<file path="config.mk">
export PLATFORM = sky130hd
export DESIGN_NAME = audio_codec_init_seq_flat
export DESIGN_NICKNAME = d
export VERILOG_FILES = /design/src/rtl/audio_codec_init_seq_pkg.sv /design/src/rtl/audio_codec_init_seq_if.sv /design/src/rtl/audio_codec_init_seq_cfg_rom.sv /design/src/rtl/audio_codec_init_seq.sv /design/src/flat_wrapper.sv
export SDC_FILE = /design/constraint.sdc
export NUM_CORES = 1
export LEC_CHECK = 0
export CAP_MARGIN = 40
export CORE_UTILIZATION = 40
export DETAILED_ROUTE_END_ITERATION = 10
export PLACE_DENSITY = 0.75
export SLEW_MARGIN = 20
export SYNTH_ARGS = -nofsm -noshare
export SYNTH_HDL_FRONTEND = slang
export SYNTH_SLANG_ARGS = --single-unit
</file>
<file path="constraint.sdc">
create_clock -name clk -period 1.8 [get_ports clk]
set_clock_uncertainty 0.05 [all_clocks]
set_input_delay 0.27 -clock clk [delete_from_list [all_inputs] [get_ports clk]]
set_output_delay 0.27 -clock clk [all_outputs]
set_load 0.03 [all_outputs]
</file>
<file path="src/rtl/audio_codec_init_seq_pkg.sv">
// Shared types and constants for the audio codec configuration sequencer:
// FSM state encoding, codec I2C address, register map and the default
// register-write table walked by the sequencer.
package audio_cfg_pkg;

  typedef enum logic [2:0] {
    IDLE   = 3'd0,
    ISSUE  = 3'd1,
    WAIT   = 3'd2,
    GAP    = 3'd3,
    FINISH = 3'd4,
    ABORT  = 3'd5
  } cfg_state_t;

  // Codec 8-bit I2C write address (7-bit address 0x1A plus R/W=0).
  localparam logic [7:0] CODEC_DEV_ADDR = 8'h34;

  // Codec register addresses (7-bit).
  localparam logic [6:0] REG_LLINE_IN = 7'h00;
  localparam logic [6:0] REG_RLINE_IN = 7'h01;
  localparam logic [6:0] REG_LHP_OUT  = 7'h02;
  localparam logic [6:0] REG_RHP_OUT  = 7'h03;
  localparam logic [6:0] REG_APATH    = 7'h04;
  localparam logic [6:0] REG_DPATH    = 7'h05;
  localparam logic [6:0] REG_POWER    = 7'h06;
  localparam logic [6:0] REG_DAIF     = 7'h07;
  localparam logic [6:0] REG_SRATE    = 7'h08;
  localparam logic [6:0] REG_ACTIVE   = 7'h09;
  localparam logic [6:0] REG_RESET    = 7'h0F;

  // Packs one table entry as {reg[6:0], data[8:0]}.
  function automatic logic [15:0] cfg_word(input logic [6:0] reg_addr,
                                           input logic [8:0] data);
    return {reg_addr, data};
  endfunction

  // Default 16-entry table; index 0 is the leftmost element.
  localparam logic [0:15][15:0] CODEC_CFG_TABLE = {
    cfg_word(REG_RESET,    9'h000),  // codec reset
    cfg_word(REG_POWER,    9'h000),  // power everything on
    cfg_word(REG_LLINE_IN, 9'h017),  // left line in
    cfg_word(REG_RLINE_IN, 9'h017),  // right line in
    cfg_word(REG_LHP_OUT,  9'h079),  // left headphone
    cfg_word(REG_RHP_OUT,  9'h079),  // right headphone
    cfg_word(REG_APATH,    9'h012),  // analog path
    cfg_word(REG_DPATH,    9'h000),  // digital path
    cfg_word(REG_DAIF,     9'h001),  // left-justified, 16-bit
    cfg_word(REG_SRATE,    9'h000),  // normal mode, 48 kHz
    cfg_word(REG_ACTIVE,   9'h001),  // activate interface
    16'h0000, 16'h0000, 16'h0000, 16'h0000, 16'h0000
  };

endpackage

</file>
<file path="src/rtl/audio_codec_init_seq_if.sv">
// Sequencer <-> I2C write-only transmitter handshake.
// master = configuration sequencer, slave = transmitter.
// i2c_fail is only meaningful in the cycle i2c_done_tick is high.
interface audio_codec_init_seq_if;
  logic [23:0] din;
  logic        wr_i2c;
  logic        i2c_idle;
  logic        i2c_done_tick;
  logic        i2c_fail;

  modport master (output din, wr_i2c, input i2c_idle, i2c_done_tick, i2c_fail);
  modport slave  (input din, wr_i2c, output i2c_idle, i2c_done_tick, i2c_fail);
endinterface

</file>
<file path="src/rtl/audio_codec_init_seq_cfg_rom.sv">
// Purpose: combinational index -> {reg, data} lookup of the codec write table.
// Latency: zero cycles (pure combinational).
// Backpressure: none; the sequencer samples the entry when it issues a write.
module codec_cfg_rom
  import audio_cfg_pkg::*;
#(
  parameter logic [0:15][15:0] TABLE = CODEC_CFG_TABLE
) (
  input  logic [3:0]  idx,
  output logic [15:0] entry
);

  assign entry = TABLE[idx];

endmodule

</file>
<file path="src/rtl/audio_codec_init_seq.sv">
// Purpose: walks the codec register table, one I2C write per entry, with retry/abort.
// Latency: wr_i2c one clock after ISSUE sees i2c_idle; done_tick one clock after FINISH/ABORT.
// Backpressure: stalls in ISSUE while i2c_idle=0; start is ignored while a run is busy.
module audio_codec_init_seq
  import audio_cfg_pkg::*;
#(
  parameter int         NUM_REGS   = 11,
  parameter logic [7:0] DEV_ADDR   = CODEC_DEV_ADDR,
  parameter int         MAX_RETRY  = 3,
  parameter int         GAP_CYCLES = 500,
  parameter int         TIMEOUT    = 65535
) (
  input  logic                          clk,
  input  logic                          reset,
  input  logic                          start,
  audio_codec_init_seq_if.master        i2c,
  output logic                          busy,
  output logic                          done_tick,
  output logic                          cfg_ok,
  output logic                          cfg_err,
  output logic [3:0]                    err_idx
);

  localparam logic [3:0]  LAST_IDX = 4'(NUM_REGS - 1);
  localparam logic [2:0]  RETRY_LIM = 3'(MAX_RETRY);
  localparam logic [15:0] GAP_LAST = 16'(GAP_CYCLES - 1);
  localparam logic [15:0] TO_LAST  = 16'(TIMEOUT - 1);

  cfg_state_t  state_q, state_n;
  logic [3:0]  idx_q, idx_n;
  logic [2:0]  retry_q, retry_n, retry_inc;
  logic [15:0] gap_cnt_q, gap_cnt_n;
  logic [15:0] to_cnt_q, to_cnt_n;
  logic [23:0] din_q, din_n;
  logic        wr_q, wr_n;
  logic        busy_q, busy_n;
  logic        done_q, done_n;
  logic        ok_q, ok_n;
  logic        err_q, err_n;
  logic [3:0]  err_idx_q, err_idx_n;
  logic [15:0] rom_entry;
  logic        attempt_ok, attempt_bad;

  codec_cfg_rom u_rom (
    .idx   (idx_q),
    .entry (rom_entry)
  );

  // Next-state and next-output decode; every output is registered below.
  always_comb begin
    state_n     = state_q;
    idx_n       = idx_q;
    retry_n     = retry_q;
    gap_cnt_n   = gap_cnt_q;
    to_cnt_n    = to_cnt_q;
    din_n       = din_q;
    wr_n        = 1'b0;
    busy_n      = busy_q;
    done_n      = 1'b0;
    ok_n        = ok_q;
    err_n       = err_q;
    err_idx_n   = err_idx_q;
    retry_inc   = (retry_q == 3'd7) ? retry_q : retry_q + 3'd1;
    // A completion pulse wins over a coincident timeout.
    attempt_ok  = i2c.i2c_done_tick && !i2c.i2c_fail;
    attempt_bad = i2c.i2c_done_tick ? i2c.i2c_fail : (to_cnt_q == TO_LAST);

    case (state_q)
      IDLE: begin
        if (start) begin
          idx_n   = 4'd0;
          retry_n = 3'd0;
          ok_n    = 1'b0;
          err_n   = 1'b0;
          busy_n  = 1'b1;
          state_n = ISSUE;
        end
      end
      ISSUE: begin
        if (i2c.i2c_idle) begin
          wr_n     = 1'b1;
          din_n    = {DEV_ADDR, rom_entry};
          to_cnt_n = 16'd0;
          state_n  = WAIT;
        end
      end
      WAIT: begin
        to_cnt_n = (to_cnt_q == 16'hFFFF) ? to_cnt_q : to_cnt_q + 16'd1;
        if (attempt_ok) begin
          if (idx_q == LAST_IDX) begin
            state_n = FINISH;
          end else begin
            idx_n     = idx_q + 4'd1;
            retry_n   = 3'd0;
            gap_cnt_n = 16'd0;
            state_n   = GAP;
          end
        end else if (attempt_bad) begin
          retry_n = retry_inc;
          if (retry_inc == RETRY_LIM) begin
            err_idx_n = idx_q;
            state_n   = ABORT;
          end else begin
            gap_cnt_n = 16'd0;
            state_n   = GAP;
          end
        end
      end
      GAP: begin
        if (gap_cnt_q >= GAP_LAST) begin
          state_n = ISSUE;
        end else begin
          gap_cnt_n = gap_cnt_q + 16'd1;
        end
      end
      FINISH: begin
        ok_n    = 1'b1;
        done_n  = 1'b1;
        busy_n  = 1'b0;
        state_n = IDLE;
      end
      ABORT: begin
        err_n   = 1'b1;
        done_n  = 1'b1;
        busy_n  = 1'b0;
        state_n = IDLE;
      end
      default: state_n = IDLE;
    endcase
  end

  // State, counters and registered outputs; reset abandons any run at once.
  always_ff @(posedge clk or posedge reset) begin
    if (reset) begin
      state_q   <= IDLE;
      idx_q     <= 4'd0;
      retry_q   <= 3'd0;
      gap_cnt_q <= 16'd0;
      to_cnt_q  <= 16'd0;
      din_q     <= 24'd0;
      wr_q      <= 1'b0;
      busy_q    <= 1'b0;
      done_q    <= 1'b0;
      ok_q      <= 1'b0;
      err_q     <= 1'b0;
      err_idx_q <= 4'd0;
    end else begin
      state_q   <= state_n;
      idx_q     <= idx_n;
      retry_q   <= retry_n;
      gap_cnt_q <= gap_cnt_n;
      to_cnt_q  <= to_cnt_n;
      din_q     <= din_n;
      wr_q      <= wr_n;
      busy_q    <= busy_n;
      done_q    <= done_n;
      ok_q      <= ok_n;
      err_q     <= err_n;
      err_idx_q <= err_idx_n;
    end
  end

  assign i2c.din    = din_q;
  assign i2c.wr_i2c = wr_q;
  assign busy       = busy_q;
  assign done_tick  = done_q;
  assign cfg_ok     = ok_q;
  assign cfg_err    = err_q;
  assign err_idx    = err_idx_q;

endmodule

</file>
<file path="src/flat_wrapper.sv">
// flat-port wrapper written by rule: the top's interface ports become plain ports
module audio_codec_init_seq_flat import audio_cfg_pkg::*;
#(
  parameter int         NUM_REGS   = 11,
  parameter logic [7:0] DEV_ADDR   = CODEC_DEV_ADDR,
  parameter int         MAX_RETRY  = 3,
  parameter int         GAP_CYCLES = 500,
  parameter int         TIMEOUT    = 65535
)
  (clk, reset, start, busy, done_tick, cfg_ok, cfg_err, err_idx, i2c_din, i2c_wr_i2c, i2c_i2c_idle, i2c_i2c_done_tick, i2c_i2c_fail);
  audio_codec_init_seq_if i2c_i ();
  input  logic clk;
  input  logic reset;
  input  logic start;
  output logic busy;
  output logic done_tick;
  output logic cfg_ok;
  output logic cfg_err;
  output logic [3:0] err_idx;
  output wire logic [$bits(i2c_i.din)-1:0] i2c_din;
  output wire logic [$bits(i2c_i.wr_i2c)-1:0] i2c_wr_i2c;
  input wire logic [$bits(i2c_i.i2c_idle)-1:0] i2c_i2c_idle;
  input wire logic [$bits(i2c_i.i2c_done_tick)-1:0] i2c_i2c_done_tick;
  input wire logic [$bits(i2c_i.i2c_fail)-1:0] i2c_i2c_fail;
  assign i2c_din = i2c_i.din;
  assign i2c_wr_i2c = i2c_i.wr_i2c;
  assign i2c_i.i2c_idle = i2c_i2c_idle;
  assign i2c_i.i2c_done_tick = i2c_i2c_done_tick;
  assign i2c_i.i2c_fail = i2c_i2c_fail;
  audio_codec_init_seq #(.NUM_REGS(NUM_REGS), .DEV_ADDR(DEV_ADDR), .MAX_RETRY(MAX_RETRY), .GAP_CYCLES(GAP_CYCLES), .TIMEOUT(TIMEOUT)) u_core (.clk(clk), .reset(reset), .start(start), .i2c(i2c_i), .busy(busy), .done_tick(done_tick), .cfg_ok(cfg_ok), .cfg_err(cfg_err), .err_idx(err_idx));
endmodule
</file>
==> flow_summary.yaml <==
status:
  status: "finished with violations"
  violations: "negative setup slack"
logic_synthesis:
  synth_top_area_cell: "dfrtp_1"
  synth_warnings: 0
  synth_edf_count: 0
  synth_compound_area_frac: 0.137
  synthArstFlopShare: 1.00
  synth_top_area_frac: 0.476
  synth_cell_types: 59
  syn_area_per_cell_um2: 9.63
  synth_cells: 333
  synthAdderAreaFrac: 0.0429
  netlist_top_cells_count: "dfrtp_1 (61), nand2_1 (38), nor2_1 (30)"
  synth.area.mux_share: 0.0129
  yosys_most_used_dff: "dfrtp_1"
  synth.most_common_cell: "dfrtp_1"
  ys_ff_latch: 61
  ys_seq_area_frac: 0.476
  synth_xor_xnor_area_share: 0.0382
  synth_area_leaders: "dfrtp_1 (48%), nand2_1 (4.4%), ha_1 (4.3%)"
  netlist_area_mm2: 0.00321
  synth_top_family_by_area: "simple AND/OR/NAND/NOR gates"
  synth-simple-area-share: 0.231
place:
  place_ws_ps: -250
  gp_congestion: 0.902
  port-buffer-count: 28
  hpwl_um: 5240
  place_area_mm2: 0.00399
job:
  cap_violations: 0
timing:
  fin_crit_ps: 1850
  maxSlewViolCount: 0
  finalCritPeriodShare: 1.03
  rsz0062_at_grt: "yes"
  hold_viol: 0
  setup_slack_ps: -52.4
  setup_violations: 7
  max_freq_ghz: 0.540
  hold_ws_ps: 294
setup_path:
  cp.arrival_ps: 2030
  cp.depth: 7
  reg2reg_setup_slack_ps: -50
  crit_type: "flop to flop"
  crit_start: "u_core.state_q[2]"
  endpoint_kind: "flop"
  worstRegToRegCells: 7
  r2r-start: "u_core.state_q[2]"
  cp_cell_sequence: "buf_6 -> nor3b_4 -> buf_6 -> o211ai_1 -> nor4_2 -> xnor2_1 -> nor2_1"
  slowest_stage: "dfrtp_1"
  slowest_delay_ps: 420
  critPathBufInv: 2
  timing.critical_path.mode_cell: "buf_6"
  timing.rr.end: "u_core.to_cnt_q[13]"
  cp.required_ps: 1980
  cp-endpoint: "u_core.to_cnt_q[13]"
  worstPathMaxFanout: 6
  crit_path_start_kind: "flop"
  crit_family: "simple AND/OR/NAND/NOR gates"
cts:
  insertion_delay_ps: 340
  cts.sinks: 61
  root_buffer: "clkbuf_8"
  clk_pin_slew_worst_paths_ps: 60
  clock_path_buffers: 2
  numCtsBuffers: 9
  htree_num_levels: 3
  tritoncts: "built"
global_routing:
  antenna_found_initial: 0
  grt_util_all_layers: 0.195
  grt-ovfl-total: 0
  grt_max_degree: 43
  grt_pass1_wl_um: 12700
  grt_pass1_vias: 2766
finish:
  syn_to_final_growth_pct: 39.1
  fin_nets: 443
  drive_gt1_frac: 0.281
  n_antenna_cell: 0
  stdcell_area_mm2: 0.00446
routing:
  drc: 0
  drt-initial-drc-count: 162
  wl_per_cell_um: 15.0
  firstDrtPassIters: 5
  ant_nets: 0
  totalWireLength_um: 7970
  viasPerCell: 5.23
  vias: 2786
min_path:
  worstHoldPathType: "input pin to asynchronous set/reset pin"
floorplan:
  dieWidth_um: 91.5
  num_io_pins: 39
  die_height_um: 91.5
  die_area_mm2: 0.00838
  rows: 32
  initial_core_util: 0.415
  coreArea_mm2: 0.00773
power_and_ir_drop:
  power.ir.vdd_worst_mv: 0.964
  power_leakage_nw: 1.99
  p_per_area_mw_per_mm2: 1500
-- logic make-up (layout without fill, tap and decap cells) --
kind of cell,after synthesis,after routing
compound gates,64,64
xor+xnor,14,14
fa+ha+maj,11,11
buf+inv,34,123
flops,61,61
mux,4,4
other cells,1,10
simple gates,144,144
-- routing by layer --
metal  vias up  global-route usage  part of all wire
li1       1352                   -                 -
met1      1369               0.236              0.45
met2        52               0.328              0.50
met3        13              0.0603             0.036
met4         0              0.0661             0.015
met5         -                   0                 0
-- through the flow --
step | std cells | TNS, ps | utilization | power, W
4_1_cts | 529 | -60.5 | 0.552 | 0.00643
3_3_place_gp | 511 | -2300 | 0.517 | 0.00492
2_1_floorplan | 342 | -80.4 | - | 0.00378
5_1_grt | 533 | -1260 | 0.577 | 0.00709
3_5_place_dp | 511 | -3650 | 0.517 | 0.00500
6_report | 533 | -265 | 0.577 | 0.00667
-- registers in the layout, summed over array words and instances, names as in the netlist --
register and cells:
u_core.cfg_err 1, u_core.gap_cnt_q 16, u_core.cfg_ok 1, u_core.state_q 3, u_core.i2c.din 10, u_core.i2c.wr_i2c 1
u_core.idx_q 4, u_core.err_idx 4, u_core.done_tick 1, u_core.retry_q 3, u_core.to_cnt_q 16, u_core.busy 1
-- what timing repair did --
action	4_1_cts	5_1_grt
hold buffers	0	0
pin swaps	3	10
gates resized for setup	9	39
cloned	0	0
buffers inserted	2	4
setup endpoints to repair	22	39
-- worst min-delay path: cells and delay by family --
family                 cells  cell delay [ps]
buffers and inverters      3              780
-- how the worst min path moves through the flow --
stage | start | end | slack (ps)
floorplan | reset | u_core.busy | 330
global placement | u_core.err_idx[0] | u_core.err_idx[0] | 420
detailed placement | u_core.err_idx[0] | u_core.err_idx[0] | 420
CTS | reset | u_core.gap_cnt_q[2] | 300
global route | reset | u_core.gap_cnt_q[6] | 300
finish | reset | u_core.gap_cnt_q[6] | 290
-- where the power goes --
group          internal, W  switching (W)  total [W]
Sequential         0.00172       0.000271    0.00199
Clock             0.000751       0.000528    0.00128
Combinational      0.00155        0.00185    0.00340
Total              0.00402        0.00265    0.00667
-- final cells by class --
class / count / area [µm²]
Timing Repair Buffer: 96 / 830
Tap cell: 102 / 128
Multi-Input combinational cell: 247 / 1720
Inverter: 11 / 45.0
Clock inverter: 3 / 42.5
Sequential cell: 61 / 1530
Clock buffer: 13 / 169
Fill cell: 637 / 3270
-- cell usage in the layout (no fill, tap or decap), drive strengths merged, types with 2 or more instances in the layout --
cell           Yosys  layout
o2111ai            2       2
nand2b             3       3
a21oi             12      12
nand3b             2       2
nor3b              4       4
xnor2             13      13
a31oi              5       5
and4               2       2
clkinvlp           0       2
buf               17      68
nor2              30      30
o211ai             7       7
o31ai              4       4
nor4               6       6
nand2             38      38
and3b              2       2
o22a               2       2
o21ai             16      16
or3                3       3
mux2i              3       3
dfrtp             61      61
nand4             11      11
nor3              11      11
nand3             12      12
clkbuf             6      13
clkdlybuf4s50      0      28
and3               4       4
ha                11      11
and2              10      10
a21o               2       2
inv               10      10
conb               1      10
nor2b              2       2
o21a               3       3
No activity file was read; power rests on OpenSTA's default activity.
